[config.mk]
export PLATFORM = sky130hd
export DESIGN_NAME = regfile_sb
export DESIGN_NICKNAME = d
export VERILOG_FILES = /design/src/rtl/regfile_sb.sv
export SDC_FILE = /design/constraint.sdc
export NUM_CORES = 2
export LEC_CHECK = 0
export CORE_ASPECT_RATIO = 0.6
export CORE_MARGIN = 2
export CORE_UTILIZATION = 60
export CTS_CLUSTER_DIAMETER = 30
export DETAILED_ROUTE_END_ITERATION = 8
export PLACE_DENSITY = 0.84
export SYNTH_ARGS = -nofsm -noshare
export SYNTH_HDL_FRONTEND = slang
export SYNTH_SLANG_ARGS = --single-unit
[constraint.sdc]
create_clock -name clk -period 54 [get_ports clk]
set_clock_uncertainty 0.15 [all_clocks]
set_input_delay 10.8 -clock clk [delete_from_list [all_inputs] [get_ports clk]]
set_output_delay 10.8 -clock clk [all_outputs]
set_load 0.02 [all_outputs]
[src/rtl/regfile_sb.sv]
// regfile_sb: register file with pending scoreboard, optional write-to-read bypass and one-cycle debug read port (clk/rst, write wen/waddr/wdata, reads raddrN->rdataN/rbusyN, pend_set/pend_addr->pend_err, dbg_req/dbg_addr->dbg_valid/dbg_data)
module regfile_sb #(
  parameter int ADDR_WIDTH = 5,
  parameter int DATA_WIDTH = 32,
  parameter int BYPASS = 1
) (
  input  logic                  clk,
  input  logic                  rst,
  input  logic                  wen,
  input  logic [ADDR_WIDTH-1:0] waddr,
  input  logic [DATA_WIDTH-1:0] wdata,
  input  logic [ADDR_WIDTH-1:0] raddr1,
  input  logic [ADDR_WIDTH-1:0] raddr2,
  output logic [DATA_WIDTH-1:0] rdata1,
  output logic [DATA_WIDTH-1:0] rdata2,
  output logic                  rbusy1,
  output logic                  rbusy2,
  input  logic                  pend_set,
  input  logic [ADDR_WIDTH-1:0] pend_addr,
  output logic                  pend_err,
  input  logic                  dbg_req,
  input  logic [ADDR_WIDTH-1:0] dbg_addr,
  output logic                  dbg_valid,
  output logic [DATA_WIDTH-1:0] dbg_data
);
  localparam int N = 2 ** ADDR_WIDTH;
  localparam bit BYP = BYPASS != 0;
  logic [DATA_WIDTH-1:0] rf_q [N];
  logic [N-1:0]          pend_q, pend_d;
  logic                  pend_err_q, pend_err_d;
  logic                  dbg_valid_q;
  logic [DATA_WIDTH-1:0] dbg_data_q;
  logic                  we, ps, hit1, hit2;
  assign we = wen && waddr != '0;
  assign ps = pend_set && pend_addr != '0;
  assign hit1 = BYP && we && waddr == raddr1;
  assign hit2 = BYP && we && waddr == raddr2;
  assign rdata1 = raddr1 == '0 ? '0 : hit1 ? wdata : rf_q[raddr1];
  assign rdata2 = raddr2 == '0 ? '0 : hit2 ? wdata : rf_q[raddr2];
  assign rbusy1 = raddr1 != '0 && pend_q[raddr1] && !hit1;
  assign rbusy2 = raddr2 != '0 && pend_q[raddr2] && !hit2;
  assign pend_err_d = ps && pend_q[pend_addr];
  assign pend_err = pend_err_q;
  assign dbg_valid = dbg_valid_q;
  assign dbg_data = dbg_data_q;
  always_comb begin
    pend_d = pend_q;
    if (we) pend_d[waddr] = 1'b0;
    if (ps) pend_d[pend_addr] = 1'b1;
  end
  always_ff @(posedge clk or posedge rst) begin
    if (rst) begin
      for (int i = 0; i < N; i++) rf_q[i] <= '0;
      pend_q      <= '0;
      pend_err_q  <= 1'b0;
      dbg_valid_q <= 1'b0;
      dbg_data_q  <= '0;
    end else begin
      if (we) rf_q[waddr] <= wdata;
      pend_q      <= pend_d;
      pend_err_q  <= pend_err_d;
      dbg_valid_q <= dbg_req;
      if (dbg_req) dbg_data_q <= rf_q[dbg_addr];
    end
  end
endmodule

After elaboration in Yosys (flattened, before gate mapping)
Cells that the tools add are included.
{"block": "word_totals", "regBits": 1090, "input_bits": 62, "out_inout_bits": 100, "elab_cells": 104}
{"block": "classes", "n_lt_le_gt_ge": 11, "n_mux": 28, "bitwise": 7, "eq_ne": 2, "n_reduce_logical": 20}
{"cell": "$bwmux W1024", "count": 1}
{"cell": "$bmux W32 S5", "count": 3}
{"cell": "$mux W32", "count": 13}
{"cell": "$demux W32 S5", "count": 1}
{"cell": "$and A32 B32 Y32", "count": 1}
{"cell": "$not A32 Y32", "count": 1}
{"cell": "$or A32 B32 Y32", "count": 1}
{"cell": "$ge A6 B6 Y1 const B", "count": 4}
{"cell": "$lt A5 B6 Y1 const B", "count": 4}
{"cell": "$not A5 Y6", "count": 4}
{"cell": "$reduce_bool A5 Y1", "count": 4}
{"cell": "$bmux W1 S5", "count": 3}
{"cell": "$logic_and A1 B1 Y1", "count": 12}
{"cell": "$demux W1 S5", "count": 2}
{"cell": "$eq A5 B5 Y1", "count": 2}
{"cell": "$ge A5 B1 Y1 const B", "count": 2}
{"cell": "$logic_not A5 Y1", "count": 2}
{"cell": "$lt A6 B1 Y1 const B", "count": 1}
{"cell": "$mux W1", "count": 5}
{"cell": "$logic_not A1 Y1", "count": 2}

Logic depth before layout (Yosys ltp)
{"block": "logic_depth", "word_depth": 9, "depth_mapped": 10, "mapped_depth_nobuf": 5}

Least setup slack after synthesis
No wires, ideal clock.
{"block": "synth_timing", "kind": "input to output", "startpoint": "in raddr1[0]", "endpoint": "out rdata1[15]", "arrival_time_ns": 12.612, "t_required_ns": 43.050, "path_slack_ns": 30.438, "n_path_buf": 4, "stages": 9, "cell_sequence": "buf_4 -> buf_4 -> buf_4 -> buf_2 -> mux2i_1 -> a221o_1 -> a21oi_1 -> nor2_1 -> o21ai_0"}
{"block": "synth_between", "elab_chain_cells": 6, "elab_cells_between_ends": 9, "cone_classes": "eq/ne (1); mux (5); bitwise (1); reduce/logical (2)"}
{"element": "from (decl)", "line": "12", "text": "input logic [ADDR_WIDTH-1:0] raddr1,"}
{"element": "$not A5 Y6 (not written as such)", "line": "38", "text": "assign rdata1 = raddr1 == '0 ? '0 : hit1 ? wdata : rf_q[raddr1];"}
{"element": "$bmux W32 S5", "line": "38"}
{"element": "$mux W32 (not written as such) (2 in a row)", "line": "38"}
{"element": "$mux W32", "line": "38"}
{"element": "$mux W32 *", "line": "38"}
{"element": "to (decl)", "line": "14", "text": "output logic [DATA_WIDTH-1:0] rdata1,"}
Every way passes the cells marked *; elsewhere a longest branch is shown, timed or not. The select of a mux whose other input is x is not followed.

Final worst setup path
{"block": "layout_timing", "startpoint": "in raddr1[2]", "endpoint": "out rdata1[15]"}
Same word-level chain as after synthesis.

==> metrics.csv <==
metric,value,unit
synth-main-ff-cell,sky130_fd_sc_hd__dfrtp_1,
gp_congestion,0.951,
grt.total_usage,42.0,%
crit-reg2reg-launch,rf_q[854]$_DFFE_PP0P_,
grt_max_degree,186,
synthArstFlopShare,100,%
yosys.cell_types.count,55,
setup-tns-final,0,ps
cap_viol_max_count,0,
worstPathArrival,15370,ps
num_io_pins,162,
dpl_wire_length,137000,µm
vias_in_the_first_global_route,49900,
drt_first_pass_iters,6,
hold_ws,261,ps
worst_r2r_path_depth,4,
worstSkewPairLatency,800,ps
power.total,2.89,mW
num_rows,94,
largest_stage_delay_on_the_critical_path,840,ps
transition_time_of_the_tightest_slew_check_pin,1440,ps
hold_class,flop to flop,
synth_common_cells,"sky130_fd_sc_hd__dfrtp_1, sky130_fd_sc_hd__mux2_2, sky130_fd_sc_hd__mux4_2",
area_growth,11.7,%
synth.most_common_cell,sky130_fd_sc_hd__dfrtp_1,
cts_setup_buffers,0,
worst_ir_drop_vdd,0.0413,mV
critical_path.slowest_cell,sky130_fd_sc_hd__clkdlybuf4s50_1,
whs_endpoint,rf_q[999]$_DFFE_PP0P_,
die_w,433,µm
post-place-cells,5915,
htree_num_levels,4,
grt_antenna_before_repair,21,
cts-root-to-sink-buffers,3,
dieArea,113000,µm²
r2r-end,dbg_data[22]$_DFFE_PP0P_,
critPathLaunchType,input pin,
synth-edff-count,0,
worstHoldStart,rf_q[999]$_DFFE_PP0P_,
final_layout_size_suffix_gt1_share,46.7,%
numCtsBuffers,156,
ant_nets,0,
hold_viol,0,
cts_resized,0,
clockRootBuffer,sky130_fd_sc_hd__clkbuf_16,
portBuffers,161,
count_of_clock_tree_sinks,1090,
minimum_clock_period_after_layout,26320,ps
nFillCells,7237,
setup_ws,27680,ps
detail_routed_via_count_per_cell,8.06,
critPathCaptureType,primary output,
first_pass_grt_wire_length,344000,µm
floorplan.initialDensity,60.5,%
postCtsHoldBufs,0,
multi_input_area,36700,µm²
power_per_cell_area,39.1,nW/µm²
worst_path_most_repeated_cell,sky130_fd_sc_hd__buf_4,
setup_viol,0,
chipHeight,261,µm
post-place-ws,27950,ps
cp_cell_sequence,buf_6 > buf_4 > or3_4 > or3_1 > o211a_1 > buf_4 > a22oi_1 > o21ai_0 > clkdlybuf4s50_1,
synthTopCellsByArea,"sky130_fd_sc_hd__dfrtp_1, sky130_fd_sc_hd__mux4_2, sky130_fd_sc_hd__mux2_2",
final-max-slew-violation-count,0,
reg2reg_slack,51440,ps
finish.cell_count_without_fillers,6213,
vias,50100,
critical_path.n_buffers_inverters,4,
clock.fmax,0.0380,GHz
gr-total-overflow,0,
yosys.area.top_type_share,41.1,%
crit_type,input pin to primary output,
seq_area_frac_synth,41.1,%
yosysWarnings,0,
synth.largest_area_cell,sky130_fd_sc_hd__dfrtp_1,
postRouteWirelength,236000,µm
worst-endpoint-required,43050,ps
clk_transition_reported_paths,50,ps
critPathMaxFanout,56,
setup_repair_after_global_routing_missed_its_margin,no,
register_bit_count_reported_by_yosys,1090,
p_leak,31.1,nW
stdcell_area,74100,µm²
avgRoutedWirePerCell,38.0,µm
max_slew_margin,3.72,%
nets,4648,
remaining_drc_errors,0,
place_area,68600,µm²
post_syn_nets,4740,
floorplan.core_area,110000,µm²
synthesis.area_per_instance,14.2,µm²
timing.critical_path.max_delay_family,buffers and inverters,
tritoncts,done,
fraction_of_the_cycle_the_final_worst_path_needs,48.7,%
status,finished clean,
storage_cell_area,27300,µm²
post_synth_instance_area,66300,µm²
drt-initial-drc-count,8981,
whs_path_depth,0,
final_core_util,67.6,%
synthCells,4678,
==> worst register-to-register path: cells and delay by family (launching register included) <==
| family | cells | cell delay [ps] |
|---|---|---|
| AND/OR/NAND/NOR | 1 | 1220 |
| multiplexers | 2 | 590 |
| flip-flops | 1 | 410 |
| AO/OA/AOI/OAI | 1 | 130 |
==> cells by family (layout without fill, tap and decap cells) <==
family	after synthesis	count (layout)	share of synthesized area, %
AO/OA/AOI/OAI	601	601	6.33
XOR/XNOR	10	10	0.132
AND/OR/NAND/NOR	350	350	2.64
flip-flops	1090	1090	41.1
multiplexers	2056	2056	45.8
other	0	10	0
buffers and inverters	571	608	3.98
==> cell type report <==
class / instances / share of cell area, %
multi-input combinational: 3017 / 49.5
sequential: 1090 / 36.8
clock buffer: 198 / 5.87
timing repair buffer: 295 / 3.65
tap: 1488 / 2.51
clock inverter: 89 / 1.46
inverter: 26 / 0.142
antenna: 10 / 0.0338
==> worst max-delay path by stage <==
stage	from	slack (ps)	cells after the start	to
4_1_cts	raddr1[0]	27910	9	rdata1[10]
3_3_place_gp	raddr1[0]	27960	9	rdata1[10]
2_1_floorplan	rst	12360	1	dbg_data[0]$_DFFE_PP0P_
3_5_place_dp	raddr1[0]	27950	9	rdata1[10]
6_report	raddr1[2]	27680	9	rdata1[15]
5_1_grt	raddr1[0]	27700	9	rdata1[17]
==> cells in the final DEF, fill, tap and decap left out, types with 17 or more instances in the layout <==
| master | n |
|---|---|
| sky130_fd_sc_hd__and2_1 | 24 |
| sky130_fd_sc_hd__mux2i_1 | 333 |
| sky130_fd_sc_hd__a22oi_1 | 52 |
| sky130_fd_sc_hd__inv_1 | 20 |
| sky130_fd_sc_hd__o22ai_1 | 177 |
| sky130_fd_sc_hd__a211oi_1 | 44 |
| sky130_fd_sc_hd__o21ai_0 | 96 |
| sky130_fd_sc_hd__nor3_1 | 24 |
| sky130_fd_sc_hd__clkbuf_16 | 161 |
| sky130_fd_sc_hd__a221oi_1 | 37 |
| sky130_fd_sc_hd__clkdlybuf4s50_1 | 148 |
| sky130_fd_sc_hd__clkbuf_8 | 18 |
| sky130_fd_sc_hd__clkinv_2 | 22 |
| sky130_fd_sc_hd__bufinv_16 | 17 |
| sky130_fd_sc_hd__mux4_2 | 676 |
| sky130_fd_sc_hd__nand2_1 | 125 |
| sky130_fd_sc_hd__a22o_1 | 18 |
| sky130_fd_sc_hd__dfrtp_1 | 1090 |
| sky130_fd_sc_hd__clkbuf_1 | 19 |
| sky130_fd_sc_hd__nor4_1 | 28 |
| sky130_fd_sc_hd__a21oi_1 | 51 |
| sky130_fd_sc_hd__a221o_1 | 76 |
| sky130_fd_sc_hd__nor2b_1 | 17 |
| sky130_fd_sc_hd__buf_4 | 129 |
| sky130_fd_sc_hd__nor2_1 | 29 |
| sky130_fd_sc_hd__mux2_2 | 1047 |
==> registers in the layout (all words and copies together) (netlist names) <==
register,flops
dbg_data,32
rf_q,1024
pend_err,1
dbg_valid,1
pend_q,32
==> power by group <==
group	total, mW	leakage, nW	switching [mW]	internal, mW
Clock	1.07	2.64	0.412	0.657
Combinational	0.683	14.5	0.306	0.378
Sequential	1.14	13.9	0.166	0.974
==> layer usage <==
metal	track usage (%)	up-vias	part of all wire, %
li1	-	18500	-
met1	53.5	25500	34
met2	55.3	4775	40
met3	22.7	1280	18
met4	27.1	34	7.7
met5	1.97	-	0.21
(Power assumes the default switching activity.)
